==> src/rtl/trace_packer.sv <==
// Trace-side packer/unpacker between parallel trace lanes and the trace logger word interface.
// Optional macro TRACE_PACKER_PREFETCH_EN adds a one-word prefetch buffer for gap-free streaming.
`timescale 1ns/1ps

module trace_packer #(
    parameter int WIDTH       = 32,
    parameter int NTRACE_BITS = 3
) (
    input  logic                     CLK_I,
    input  logic                     RST_NI,
    input  logic                     MODE_I,
    input  logic [NTRACE_BITS-1:0]   NTRACE_I,
    input  logic [WIDTH-1:0]         TRACE_I,
    input  logic                     TRACE_VALID_I,
    input  logic                     TRG_I,
    input  logic                     TRG_DELAYED_I,
    output logic [WIDTH-1:0]         DATA_O,
    output logic                     STORE_O,
    input  logic                     STORE_PERM_I,
    output logic [$clog2(WIDTH)-1:0] EVENT_POS_O,
    output logic                     TRG_EVENT_O,
    output logic                     OVERFLOW_O,
    input  logic [WIDTH-1:0]         DATA_I,
    output logic                     LOAD_REQUEST_O,
    input  logic                     LOAD_GRANT_I,
    output logic [WIDTH-1:0]         STREAM_O,
    output logic                     STREAM_VALID_O,
    input  logic                     STREAM_READY_I
);

    localparam int LOG_W   = $clog2(WIDTH);
    localparam int LW_BITS = $clog2(LOG_W + 1);

    typedef enum logic [2:0] {
        CAPTURE,
        STOPPED,
        S_REQ,
        S_WAIT,
        S_DRAIN
    } state_t;

    state_t               state_reg, state_next;
    logic [LOG_W-1:0]     cnt_reg, cnt_next;
    logic [LW_BITS-1:0]   lane_log_reg, lane_log_next;
    logic [WIDTH-1:0]     shift_reg, shift_next;
    logic [WIDTH-1:0]     data_reg, data_next;
    logic                 store_reg, store_next;
    logic [LOG_W-1:0]     event_pos_reg, event_pos_next;
    logic                 trg_event_reg, trg_event_next;
    logic                 overflow_reg, overflow_next;

`ifdef TRACE_PACKER_PREFETCH_EN
    logic [WIDTH-1:0]     buf_reg, buf_next;
    logic                 buf_full_reg, buf_full_next;
    logic                 pf_issue_reg, pf_issue_next;
    logic                 pf_wait_reg, pf_wait_next;
`endif

    // Lane masks indexed by log2 of the lane count: entry gi has 2**gi low ones.
    logic [WIDTH-1:0] mask_tab [LOG_W+1];
    generate
        for (genvar gi = 0; gi <= LOG_W; gi++) begin : g_mask
            assign mask_tab[gi] = {WIDTH{1'b1}} >> (WIDTH - (2 ** gi));
        end
    endgenerate

    logic [LW_BITS-1:0] ntrace_clamp;
    logic [LW_BITS-1:0] lane_eff;
    logic [LOG_W:0]     lane_len;
    logic [LOG_W:0]     fill_sum;
    logic               lane_done;
    logic [WIDTH-1:0]   lane_mask;
    logic [WIDTH-1:0]   shift_pack;
    logic               stream_state;
    logic               mode_mismatch;

    assign ntrace_clamp = (int'(NTRACE_I) > LOG_W) ? LW_BITS'(LOG_W) : LW_BITS'(NTRACE_I);

    // A new lane count is only taken at a word boundary; draining always uses the latched value
    // so STREAM_O cannot change under a stalled handshake.
    assign lane_eff  = (cnt_reg == '0 && state_reg != S_DRAIN) ? ntrace_clamp : lane_log_reg;
    assign lane_len  = (LOG_W + 1)'(1) << lane_eff;
    assign fill_sum  = {1'b0, cnt_reg} + lane_len;
    assign lane_done = (fill_sum == (LOG_W + 1)'(WIDTH));
    assign lane_mask = mask_tab[lane_eff];

    assign shift_pack = (shift_reg & ~(lane_mask << cnt_reg)) | ((TRACE_I & lane_mask) << cnt_reg);

    assign stream_state  = (state_reg == S_REQ) || (state_reg == S_WAIT) || (state_reg == S_DRAIN);
    assign mode_mismatch = (MODE_I != stream_state);

    always_comb begin
        state_next     = state_reg;
        cnt_next       = cnt_reg;
        lane_log_next  = lane_eff;
        shift_next     = shift_reg;
        data_next      = data_reg;
        store_next     = 1'b0;
        event_pos_next = event_pos_reg;
        trg_event_next = trg_event_reg;
        overflow_next  = overflow_reg;
`ifdef TRACE_PACKER_PREFETCH_EN
        buf_next       = buf_reg;
        buf_full_next  = buf_full_reg;
        pf_issue_next  = pf_issue_reg;
        pf_wait_next   = pf_wait_reg;
`endif

        if (mode_mismatch) begin
            state_next     = MODE_I ? S_REQ : CAPTURE;
            cnt_next       = '0;
            shift_next     = '0;
            trg_event_next = 1'b0;
            overflow_next  = 1'b0;
            event_pos_next = '0;
`ifdef TRACE_PACKER_PREFETCH_EN
            buf_full_next  = 1'b0;
            pf_issue_next  = 1'b0;
            pf_wait_next   = 1'b0;
`endif
        end else begin
            case (state_reg)
                CAPTURE: begin
                    if (TRACE_VALID_I) begin
                        shift_next = shift_pack;
                        cnt_next   = fill_sum[LOG_W-1:0];
                        if (TRG_I && !trg_event_reg) begin
                            event_pos_next = cnt_reg;
                            trg_event_next = 1'b1;
                        end
                        if (lane_done) begin
                            data_next  = shift_pack;
                            store_next = STORE_PERM_I;
                            if (!STORE_PERM_I)
                                overflow_next = 1'b1;
                        end
                    end
                    // Stopping discards the partial word, but a word completed this beat is kept.
                    if (TRG_DELAYED_I) begin
                        state_next = STOPPED;
                        cnt_next   = '0;
                        shift_next = '0;
                    end
                end
                STOPPED: begin
                end
                S_REQ: begin
                    state_next = S_WAIT;
                end
                S_WAIT: begin
                    if (LOAD_GRANT_I) begin
                        shift_next = DATA_I;
                        cnt_next   = '0;
                        state_next = S_DRAIN;
`ifdef TRACE_PACKER_PREFETCH_EN
                        pf_issue_next = 1'b1;
                        pf_wait_next  = 1'b0;
`endif
                    end
                end
                S_DRAIN: begin
`ifdef TRACE_PACKER_PREFETCH_EN
                    if (pf_issue_reg) begin
                        pf_issue_next = 1'b0;
                        pf_wait_next  = 1'b1;
                    end
                    if (pf_wait_reg && LOAD_GRANT_I) begin
                        buf_next      = DATA_I;
                        buf_full_next = 1'b1;
                        pf_wait_next  = 1'b0;
                    end
`endif
                    if (STREAM_READY_I) begin
                        cnt_next = fill_sum[LOG_W-1:0];
                        if (lane_done) begin
                            cnt_next = '0;
`ifdef TRACE_PACKER_PREFETCH_EN
                            // Refill shift without a bubble from the buffer or from a grant landing now.
                            if (buf_full_reg) begin
                                shift_next    = buf_reg;
                                buf_full_next = 1'b0;
                                pf_issue_next = 1'b1;
                                lane_log_next = ntrace_clamp;
                            end else if (pf_wait_reg && LOAD_GRANT_I) begin
                                shift_next    = DATA_I;
                                buf_full_next = 1'b0;
                                pf_issue_next = 1'b1;
                                lane_log_next = ntrace_clamp;
                            end else if (pf_wait_reg || pf_issue_reg) begin
                                state_next    = S_WAIT;
                                pf_issue_next = 1'b0;
                                pf_wait_next  = 1'b1;
                            end else begin
                                state_next = S_REQ;
                            end
`else
                            state_next = S_REQ;
`endif
                        end
                    end
                end
                default: begin
                    state_next = CAPTURE;
                end
            endcase
        end
    end

    always_ff @(posedge CLK_I or negedge RST_NI) begin
        if (!RST_NI) begin
            state_reg     <= CAPTURE;
            cnt_reg       <= '0;
            lane_log_reg  <= '0;
            shift_reg     <= '0;
            data_reg      <= '0;
            store_reg     <= 1'b0;
            event_pos_reg <= '0;
            trg_event_reg <= 1'b0;
            overflow_reg  <= 1'b0;
        end else begin
            state_reg     <= state_next;
            cnt_reg       <= cnt_next;
            lane_log_reg  <= lane_log_next;
            shift_reg     <= shift_next;
            data_reg      <= data_next;
            store_reg     <= store_next;
            event_pos_reg <= event_pos_next;
            trg_event_reg <= trg_event_next;
            overflow_reg  <= overflow_next;
        end
    end

`ifdef TRACE_PACKER_PREFETCH_EN
    always_ff @(posedge CLK_I or negedge RST_NI) begin
        if (!RST_NI) begin
            buf_reg      <= '0;
            buf_full_reg <= 1'b0;
            pf_issue_reg <= 1'b0;
            pf_wait_reg  <= 1'b0;
        end else begin
            buf_reg      <= buf_next;
            buf_full_reg <= buf_full_next;
            pf_issue_reg <= pf_issue_next;
            pf_wait_reg  <= pf_wait_next;
        end
    end

    assign LOAD_REQUEST_O = (state_reg == S_REQ) || (state_reg == S_DRAIN && pf_issue_reg);
`else
    assign LOAD_REQUEST_O = (state_reg == S_REQ);
`endif

    assign STREAM_VALID_O = (state_reg == S_DRAIN);
    assign STREAM_O       = STREAM_VALID_O ? ((shift_reg >> cnt_reg) & lane_mask) : '0;

    assign DATA_O      = data_reg;
    assign STORE_O     = store_reg;
    assign EVENT_POS_O = event_pos_reg;
    assign TRG_EVENT_O = trg_event_reg;
    assign OVERFLOW_O  = overflow_reg;

endmodule

==> config.mk <==
export PLATFORM = sky130hd
export DESIGN_NAME = trace_packer
export DESIGN_NICKNAME = d
export VERILOG_FILES = /design/src/rtl/trace_packer.sv
export SDC_FILE = /design/constraint.sdc
export NUM_CORES = 1
export LEC_CHECK = 0
export ABC_AREA = 1
export BUFFER_PORTS_ARGS = -buffer_cell sky130_fd_sc_hd__buf_2
export CORE_MARGIN = 8
export CORE_UTILIZATION = 40
export DETAILED_ROUTE_END_ITERATION = 12
export PLACE_DENSITY = 0.58
export SYNTH_ARGS = -nofsm -noshare
export SYNTH_HDL_FRONTEND = slang
export SYNTH_SLANG_ARGS = --single-unit
==> constraint.sdc <==
create_clock -name CLK_I -period 5.9 [get_ports CLK_I]
set_input_delay 0 -clock CLK_I [delete_from_list [all_inputs] [get_ports CLK_I]]
set_output_delay 0 -clock CLK_I [all_outputs]
set_load 0.02 [all_outputs]
==> results.yml <==
global_route:
  antenna_found_initial: 0
  grt-ovfl-total: 0
  grt_pass1_wl_um: 56500
  grt_usage_pct: 27.5
  grt_max_degree: 79
  grt_pass1_vias: 9549
synth:
  yosysUniqueCellTypes: 56
  ys_ff_latch: 83
  ys_async_sr_fraction_pct: 100
  syn_avg_cell_area_um2: 5.87
  yosysTopAreaCell: "nand2_1"
  ys_seq_area_share_pct: 24.6
  synth_top_area_share_pct: 25.8
  netlist_area_um2: 8460
  synth-edff-count: 0
  synthTopCellsByArea: "nand2_1, dfrtp_1, nand3_1"
  synth-main-ff-cell: "dfrtp_1"
  synth_nets: 1523
  yosys_warnings: 0
  syn_inst: 1440
timing:
  fin_crit_sh_pct: 67.8
  tightestPinTransition_ns: 0.946
  layout_setup_ws_ns: 1.90
  finalSetupViolCount: 0
  rsz0062_at_grt: "no"
  fmax_mhz: 250
  slew_headroom_pct: 36.6
  finalHoldViolCount: 0
  finClkSkew_ns: 0.0183
  drv_slew: 0
  timing.hold.ws_ns: 0.00459
  fin_setup_tns_ns: 0
  period_needed_ns: 4.00
cells_and_area:
  drive_above_1_share_pct: 15.7
  syn_to_final_growth_pct: 16.9
  n_antenna_cell: 0
  regArea_um2: 2080
  nFillCells: 2317
  multiInputGateArea_um2: 5630
  fin_nets: 1641
worst_setup_path:
  critPathLaunchType: "flop"
  crit_fanout: 37
  reg2reg_slack_ns: 1.90
  crit_type: "reg2reg"
  cp.arrival_ns: 4.21
  worstSetupEndpointType: "flop"
  cp.required_ns: 6.11
floorplan:
  die_h_um: 161
  die_w_um: 161
  core_area_um2: 20900
  initial_utilization_pct: 40.5
  num_io_pins: 150
  rows: 53
  die_area_um2: 26100
routing:
  first_iter_violations: 1151
  drc_errors: 0
  drt-vias-per-instance: 5.61
  num_vias: 10308
  wirelength_met1_um: 16100
  top_layer: "met4"
  first_pass_iters: 7
  postRouteAntennaNets: 0
  met3_length_um: 2870
  wl_per_cell_um: 19.9
  wl_um: 36500
  wl_met2_um: 16600
placed_design:
  place_ws_ns: 1.98
  io_buffer_count: 149
  gp_congestion: 1.03
  hpwlAfterDp_um: 27500
clock_tree:
  cts_resized: 0
  cts_sinks: 83
  numCtsBuffers: 9
  htreeDepth: 3
  cts_tree: "built"
  cts_root_buffer: "clkbuf_16"
  clkLatencyLatePin_ns: 0.37
  cts.clk_slew.worst_paths_ns: 0.09
  cts_buffer_depth: 2
run:
  maxCapViolCount: 0
worst_hold_path:
  hp-class: "in2reg"
run_status:
  status: "completed"
==> final timing paths <==
kind / start / endpoint / cells past startpoint
max in group asynchronous: RST_NI / shift_reg[26] / 3
max reg2reg: cnt_reg[3] / DATA_O[2] / 16
min: MODE_I / state_reg[1] / 3
min in group asynchronous: RST_NI / cnt_reg[3] / 2
min reg2reg: DATA_O[30] / DATA_O[30] / 2
max: cnt_reg[3] / DATA_O[2] / 16
==> cell families after synthesis <==
group	synth area share, %
AOI/OAI and AO/OA	13.2
xor gates and xnor gates	0.414
adders and majority gates	1.12
buffers and inverters	8.96
DFF	24.6
muxes	2.25
and+or+nand+nor	49.5
==> per-stage QoR <==
step | std cells | area (µm²) | utilization (%)
3_3_place_gp | 1788 | 9240 | 44.2
2_1_floorplan | 1440 | 8460 | -
3_5_place_dp | 1788 | 9240 | 44.2
4_1_cts | 1838 | 9890 | 47.3
5_1_grt | 1838 | 9890 | 47.3
6_report | 1838 | 9890 | 47.3
==> placed cells by master (no fill, tap or decap), types with 3 or more instances in the layout <==
cell type,count
inv_6,3
inv_2,11
nand2_1,582
a211oi_1,6
nor2_4,4
nand2_4,7
nand2_2,10
nand3_1,219
a31oi_1,3
o211ai_1,8
buf_2,148
buf_4,16
o31ai_1,3
dfrtp_1,80
mux2i_1,19
inv_1,72
nand4_1,7
dlygate4sd3_1,34
or2_2,4
o21ai_1,20
o22ai_1,5
nand3b_1,4
nor2_1,74
o221ai_1,4
dfrtp_2,3
xor2_1,3
nor2_2,3
a21oi_1,22
nor3_1,13
clkbuf_16,9
ha_1,6
o21ai_0,114
nand3_2,14
==> worst max-delay path, stage by stage, from the launching register on <==
cell      delay, ns
dfrtp_1        0.41
nor2_4         0.41
inv_4          0.19
nor2_8         0.22
nand3_2        0.09
nand2_2        0.49
nor2_1         0.21
ha_1           0.37
nand2_1        0.09
nand3_1        0.09
xor2_1         0.16
nor4_1         0.19
nand3b_1       0.18
nor4_4         0.20
inv_2          0.32
nand2_1        0.13
o21ai_0        0.08
==> synthesized netlist by cell type (all sizes together) (3+ instances only) <==
cell type  number
o21ai         135
dfrtp          83
o22ai           5
nor4            3
o31ai           3
xor2            3
mux2i          19
nand3         235
inv            84
a31oi           3
ha              6
o221ai          4
buf            62
nor2           82
a211oi          6
nand4           7
a21oi          22
clkbuf         29
nand2         599
or2             5
nor3           15
nand3b          4
o211ai          9
==> what timing repair did <==
item                      CTS  global route
hold endpoints to repair   64             0
setup buffers               0             0
hold buffers               34             0
==> per-layer routing <==
metal  vias to the layer above  track usage (%)
li1                       4974                -
met2                       456             43.5
met4                         0             8.54
met5                         -                0
met1                      4809             37.8
met3                        69             4.28
==> final cells by class <==
cell class,count,area share [%]
inverters,86,3.29
multi-input cells,1180,57.0
repair buffers,198,12.1
well taps,275,3.48
flip-flops and latches,83,21.0
clock inverters,7,0.797
clock buffers,9,2.28
Power is left out: the tool's default activity adds up to more than one toggle a clock period on the data nets, which glitch-free logic cannot reach.
